## src/rtl/mult_seq_param.sv

```systemverilog
// Sequential shift-add multiplier: WIDTH x WIDTH -> 2*WIDTH, signed or unsigned, start/busy/done handshake.
// Define MULT_EARLY_TERM_EN to leave WORK as soon as the remaining multiplier bits are all zero.
module mult_seq_param #(
  parameter int WIDTH = 32
) (
  input  logic                 Clk,
  input  logic                 reset,
  input  logic                 start,
  input  logic                 is_signed,
  input  logic [WIDTH-1:0]     lhs,
  input  logic [WIDTH-1:0]     rhs,
  output logic [2*WIDTH-1:0]   result,
  output logic                 busy,
  output logic                 done
);

  localparam int CW = $clog2(WIDTH) + 1;

  localparam logic [1:0] S_IDLE = 2'd0;
  localparam logic [1:0] S_WORK = 2'd1;
  localparam logic [1:0] S_FIX  = 2'd2;
  localparam logic [1:0] S_DONE = 2'd3;

  logic [1:0]         r_state;
  logic               r_neg;
  logic [WIDTH-1:0]   r_mplr;
  logic [2*WIDTH-1:0] r_mcand;
  logic [2*WIDTH-1:0] r_acc;
  logic [CW-1:0]      r_cnt;
  logic [2*WIDTH-1:0] r_result;
  logic               r_busy;
  logic               r_done;

  logic [WIDTH-1:0]   w_lhs_mag;
  logic [WIDTH-1:0]   w_rhs_mag;
  logic [WIDTH-1:0]   w_mplr_next;
  logic [2*WIDTH-1:0] w_acc_next;
  logic               w_last_cnt;
  logic               w_last;

  // Magnitudes in WIDTH-bit unsigned, so the most-negative operand maps to 2^(WIDTH-1) exactly.
  assign w_lhs_mag   = (is_signed && lhs[WIDTH-1]) ? -lhs : lhs;
  assign w_rhs_mag   = (is_signed && rhs[WIDTH-1]) ? -rhs : rhs;
  assign w_mplr_next = r_mplr >> 1;
  assign w_acc_next  = r_mplr[0] ? (r_acc + r_mcand) : r_acc;
  assign w_last_cnt  = (r_cnt == CW'(WIDTH - 1));

`ifdef MULT_EARLY_TERM_EN
  assign w_last = w_last_cnt || (w_mplr_next == '0);
`else
  assign w_last = w_last_cnt;
`endif

  // NOTE: every register, datapath included, is cleared by reset so an aborted
  // operation leaves no trace; all state updates use non-blocking assignments.
  always_ff @(posedge Clk) begin
    if (reset) begin
      r_state  <= S_IDLE;
      r_neg    <= 1'b0;
      r_mplr   <= '0;
      r_mcand  <= '0;
      r_acc    <= '0;
      r_cnt    <= '0;
      r_result <= '0;
      r_busy   <= 1'b0;
      r_done   <= 1'b0;
    end else begin
      case (r_state)
        S_IDLE: begin
          if (start) begin
            r_neg   <= is_signed & (lhs[WIDTH-1] ^ rhs[WIDTH-1]);
            r_mplr  <= w_lhs_mag;
            r_mcand <= {{WIDTH{1'b0}}, w_rhs_mag};
            r_acc   <= '0;
            r_cnt   <= '0;
            r_busy  <= 1'b1;
            r_state <= S_WORK;
          end
        end
        S_WORK: begin
          r_acc   <= w_acc_next;
          r_mcand <= r_mcand << 1;
          r_mplr  <= w_mplr_next;
          r_cnt   <= r_cnt + CW'(1);
          if (w_last) r_state <= S_FIX;
        end
        S_FIX: begin
          r_result <= r_neg ? -r_acc : r_acc;
          r_done   <= 1'b1;
          r_busy   <= 1'b0;
          r_state  <= S_DONE;
        end
        S_DONE: begin
          r_done  <= 1'b0;
          r_state <= S_IDLE;
        end
        default: r_state <= S_IDLE;
      endcase
    end
  end

  assign result = r_result;
  assign busy   = r_busy;
  assign done   = r_done;

endmodule

```

## config.mk

```make
export PLATFORM = sky130hd
export DESIGN_NAME = mult_seq_param
export DESIGN_NICKNAME = d
export VERILOG_FILES = /design/src/rtl/mult_seq_param.sv
export SDC_FILE = /design/constraint.sdc
export NUM_CORES = 1
export LEC_CHECK = 0
export ABC_AREA = 1
export ABC_CLOCK_PERIOD_IN_PS = 2400
export CORE_MARGIN = 4
export CORE_UTILIZATION = 60
export DETAILED_ROUTE_END_ITERATION = 12
export PLACE_DENSITY = 0.89
export SLEW_MARGIN = 30
export SYNTH_ARGS = -nofsm -noshare
export SYNTH_HDL_FRONTEND = slang
export SYNTH_SLANG_ARGS = --single-unit
```

## constraint.sdc

```tcl
create_clock -name Clk -period 2.4 [get_ports Clk]
set_input_delay 0.48 -clock Clk [delete_from_list [all_inputs] [get_ports Clk]]
set_output_delay 0.48 -clock Clk [all_outputs]
set_load 0.05 [all_outputs]
```

==> results.md <==
- Synthesized area per cell: ~5.7 um^2
- CTS Buf Count: 27
- Final setup viols: 0
- Critical path peak fanout: 4
- N_diodes: 0
- Num Clock Sinks: 235
- Worst path bufs/invs: 2
- Die area: 33700 um^2
- Hold violation count in the final report: 0
- Port Buf Inserts: about 130
- Fin Clk Skew: 0.0169 ns
- Mux cell area share after synthesis: 0
- Leading cell type in the layout, fill and taps excluded: nand2_1
- Post-CTS Hold Fix Bufs: 0
- Yosys warns: 0
- Synth Area in Simple Gates: 0.401
- Detailed Routing Iterations Pass 1: 7
- CP startpoint kind: flop
- XOR/XNOR Fraction of Synth Area: 0.0237
- Pwr dens: about 820 nW/um^2
- Mapped cell area: 18500 um^2
- Critical path's slowest cell: ha_1
- Routed wire length: 66.1 mm
- Highest Clock Rate: 0.431 GHz
- Die Span Y: 184 um
- CP Data Required Time: 2.78 ns
- Iteration-0 DRC Markers: 2477
- GP Congestion: 1.06
- Die span in x: roughly 180 um
- Asr flop ratio synth: 0
- TritonCTS clock tree: yes
- Post-synthesis compound-gate area fraction: 0.147
- Maximum VDD drop: 0.755 mV
- Outcome: finished, final reports clean
- Vias: approximately 22000
- CP Capture Type: flop
- Max cap viols: 0
- Clock slew at reported path FFs: 0.06 ns
- Layout cells sized above 1: 0.0954
- H-tree levels: 1
- Initial antenna violation count: 0
- Synth area leader: dfxtp_1
- Pre-CTS setup slack: -0.0586 ns
- CP max stage delay: 0.34 ns
- Syn Nets: 3404
- Arr. time, crit path: 2.71 ns
- Leak pwr: approximately 12 nW
- Top cells by area, synth: dfxtp_1 25%, nand2_1 22%, inv_1 10%, nor2_1 8.1%, a21oi_1 7.6%
- Routed len/inst: 16.8 um
- Boundary Pins: 134
- First-pass GRT wire length: 104 mm
- Most used DFF post-synth: dfxtp_1
- Crit share post-route: 0.968
- Worst-Margin Slew: 1.04 ns
- Netlist cell types: 55
- Final Util: 0.740
- Setup CP Type: flop to flop
- Syn Inst Count: 3264
- Root Buffer: clkbuf_16
- Most frequent cells in the layout: 1069 x nand2_1, 498 x inv_1, 390 x nor2_1
- Sequential area share after synthesis: 0.254
- Dpl hpwl: a little over 50 mm
- Fin. max-slew vios: 0
- GRT Total Usage: 0.376
- Register bit total from synthesis: around 240
- Vias in the first global route: 20662
- CTS Buffer Depth: 3
- Post-route worst setup slack: about 0.08 ns
- DR DRC count: 0
- CP cell instances: ha_1 > buf_4 > nand2_1 > nand2_1 > inv_1 > nand3_2 > nand2_1 > nand2_1 > nand2_1 > nand2_2 > or2_2 > nand3_1 > a21oi_1
- Post-synth EDFFs: 0
- Final min period: 2.32 ns
- Num rows: 64
- Routed Antenna Nets: 0
- Final net count: ~3700
- Total gr overflow: 0
- Post-Synth Adder-Cell Area: 0.0491
- Crit path max-delay family: simple AND/OR/NAND/NOR gates
- Largest net degree at the start of global routing: approximately 180
- Core Region: 30500 um^2
- Combinational family with the most area after synthesis: simple AND/OR/NAND/NOR gates
- Max-slew headroom: 0.308
- Vias per cell: approximately 5.7
- Hold slack: 0.467 ns
- Clk_lat worst skew: roughly 0.55 ns
- Initial Util: 0.607
- Top-area cell type share of the netlist area: 0.254
- P&R area growth vs syn: 22.0%
- Worst path most repeated cell: nand2_1
- Worst hold path type: flop to flop
==> state kept, by name, summed over array words and instances, names as in the netlist <==
name and flops:
busy 1, result 64, r_cnt 6, r_acc 64, done 1, r_neg 1
r_state 2, r_mplr 32, r_mcand 64
==> tightest hold or removal path: stages (launching register included) <==
cell     delay [ns]
dfxtp_1        0.31
nand2_1        0.06
a21oi_1        0.06
==> cells in the mapped netlist (3+ instances only) <==
master    count
nand2_1    1080
o21ai_2       3
nand3b_1     13
nor2_1      399
buf_1        10
nand3_4       3
nor2_2        5
o21ai_0     119
nor3_1       38
nand3_2       3
ha_1         71
a21oi_1     282
or2_2        11
o21bai_1      3
o211ai_1     32
clkbuf_1     70
buf_2        14
clkinv_1      3
xnor2_1       5
nand3_1     196
nor4_1        5
a31oi_1       4
o221ai_1     17
nand2_2       4
o21ai_1      20
xor2_1       45
dfxtp_1     235
inv_2         5
nor2_4        4
nand4_1      37
inv_1       498
==> power by group <==
group | leakage (nW) | switching (mW) | total (mW) | internal (mW)
combinational | 9.35 | 6.03 | 8.97 | 2.94
sequential | 1.91 | 0.610 | 5.31 | 4.70
clock | 0.435 | 1.82 | 4.27 | 2.45
==> stage by stage <==
stage          total power, mW  instances  TNS (ns)  cell area, um^2
4_1_cts                   18.3       3935         0            22400
3_3_place_gp              13.8       3886  -0.00965            21500
6_report                  18.6       3939         0            22600
2_1_floorplan             11.1       3264         0            18500
5_1_grt                   19.5       3939    -0.164            22600
3_5_place_dp              14.0       3886    -0.419            21500
==> timing repair <==
| action | 4_1_cts | 5_1_grt |
|---|---|---|
| pin swaps | 0 | 3 |
| setup endpoints to repair | 3 | 61 |
| resized for setup | 4 | 46 |
| buffers inserted | 0 | 4 |
==> routing by layer <==
layer  up-vias  global-route usage  part of all wire
met4         0               0.128             0.040
li1      10830                   -                 -
met2      1214               0.610              0.44
met5         -                   0                 0
met3       212              0.0776              0.12
met1     10009               0.499              0.40
==> cells by family after synthesis <==
kind of cell    Yosys count
simple gates           1807
fa+ha+maj                72
compound gates          496
buf+inv                 604
flops                   235
xor+xnor                 50
==> cell type report <==
| type | instances | area [um^2] |
|---|---|---|
| clock buffer | 33 | 718 |
| clock inverter | 16 | 170 |
| fill | 2568 | 7940 |
| inverter | 506 | 1900 |
| multi-input combinational | 2425 | 11700 |
| sequential | 235 | 4710 |
| tap | 396 | 495 |
| timing repair buffer | 328 | 2900 |
==> worst paths after layout <==
| kind | startpoint | to | slack (ns) | depth (start not counted) |
|---|---|---|---|---|
| worst min-delay path | r_mplr[3] | r_mplr[3] | 0.47 | 2 |
| worst max-delay path | r_mcand[4] | r_acc[29] | 0.08 | 13 |
| worst max register to register | r_mcand[4] | r_acc[29] | 0.08 | 13 |
| worst min register to register | r_mplr[3] | r_mplr[3] | 0.47 | 2 |
Note: power is estimated with default switching activity, not from simulation.
==> edit (same flow settings) <==
One comparison of `r_cnt` changes from == to >=.
--- a/src/rtl/mult_seq_param.sv
+++ b/src/rtl/mult_seq_param.sv
@@ -44,5 +44,5 @@
   assign w_mplr_next = r_mplr >> 1;
   assign w_acc_next  = r_mplr[0] ? (r_acc + r_mcand) : r_acc;
-  assign w_last_cnt  = (r_cnt == CW'(WIDTH - 1));
+  assign w_last_cnt  = (r_cnt >= CW'(WIDTH - 1));
 
 `ifdef MULT_EARLY_TERM_EN
Check against the original RTL: no difference found for any inputs over 4 cycles, from zero or initial values and one cycle with reset high; that may be too few to reach the edited logic, so the function may still have changed.
==> edit against the unedited design <==
Combinational power down 0.8%. Utilization down 1.1 points. Global-route usage down 0.29 points. Critical path depth down 1. Worst setup slack better by 2.2 ps. Total power up 1.4%. Clock power up 7.7%. Cell area down 1.5%. Fmax about the same. Sequential cell count unchanged. Wire length down 0.65%. Area after synthesis about the same. Critical endpoint is now r_acc[58]. Largest power group unchanged.
==> edit: results <==
group,metric,value,unit
worst_setup_path,crit_fanout,6,
drt,vias,22060,
synthesis,synthTopCellsByCount,"nand2_1, inv_1, nor2_1",
timing,tightest_slew,578.5,ps
placed_design,placed_area,21130,sq um
worst_setup_path,crit_end,"r_acc[58]",
final_layout,drive_gt1_frac,0.07210,
synthesis,yosysSeqAreaShare,0.2540,
worst_hold_path,min_path_type,"in2reg",
worst_setup_path,reg2reg_depth,12,
final_layout,fin_cells,3905,
grt,grt_pass1_wl,103.0,mm
synthesis,postSynthAreaPerCell,5.640,sq um
grt,grt_pass1_vias,20260,
synthesis,yosys-top-cells-area,"dfxtp_1, nand2_1, inv_1, nor2_1, a21oi_1",
floorplan,dieArea,33750,sq um
grt,grt_max_degree,92,
timing,post-route-min-period,2320,ps
worst_setup_path,critical-path-max-stage-delay,580,ps
final_layout,final_util,0.7284,
synthesis,synth_nets,3424,
worst_setup_path,critPathArrivalTime,2800,ps
final_layout,diodes,0,
placed_design,dp_cells,3853,
final_layout,signal_buffers,275,
outcome,outcome,"finished clean",
clocking,cts_resized,0,
placed_design,post-place-ws,-33.70,ps
worst_setup_path,cp_slowest_cell,"dfxtp_1",
power_and_ir_drop,leakage,11.44,nW
clocking,clock_latency,560,ps
worst_setup_path,startpoint,"r_acc[56]",
final_layout,clock_tree_area_fraction,0.04448,
drt,dr.first_iter.drc_count,2334,
grt,grt_usage,0.3728,
synthesis,synth_cell_types,46,
power_and_ir_drop,ir_worst_vdd,0.8311,mV
final_layout,clock_buffers,35,
final_layout,bufAreaShareNonClock,0.1141,
clocking,cts_setup_buffers,0,
final_layout,multi_input_area_share,0.5217,
placed_design,dp_hpwl,50.97,mm
clocking,path_clk_slew,70,ps
worst_hold_path,hold_end,"r_mcand[59]",
worst_setup_path,r2r_start,"r_acc[56]",
final_layout,fillers,2652,
final_layout,multi_input_gates,2443,
drt,first_pass_iters,6,
timing,fin_skew,20.15,ps
final_layout,ff_latch_area,4708,sq um
timing,hold_ws,317.8,ps
final_layout,fin_nets,3628,
worst_setup_path,cpLargestDelayFamily,"compound AO/OA/AOI/OAI gates",
[edit: cell families after synthesis]
family,synth area share
xor+xnor,0.02412
compound gates,0.1503
buf+inv,0.1254
simple gates,0.3972
flops,0.2540
fa+ha+maj,0.04904
[edit: metal layers]
layer / vias to the layer above / track usage / part of all wire
li1: 10781 / - / -
met2: 1155 / 0.6119 / 0.44
met5: - / 0 / 0
met3: 177 / 0.06529 / 0.12
met1: 9947 / 0.5012 / 0.41
met4: 0 / 0.1192 / 0.035
[edit: worst register-to-register path, cell delays in order (launching register included)]
cell and delay (ps):
dfxtp_1 580, ha_1 400, nand2_1 120, inv_1 60
a21oi_1 220, inv_1 60, nor2_1 120, nand2_1 60
a21oi_1 250, nand2_1 120, nand2_1 80, nand3_1 70
a21oi_1 120
[edit: where the power goes]
| part | switching (mW) | internal, mW |
|---|---|---|
| combinational | 6.04 | 2.87 |
| sequential | 0.607 | 4.70 |
| clock | 1.80 | 2.80 |
| total | 8.44 | 10.4 |
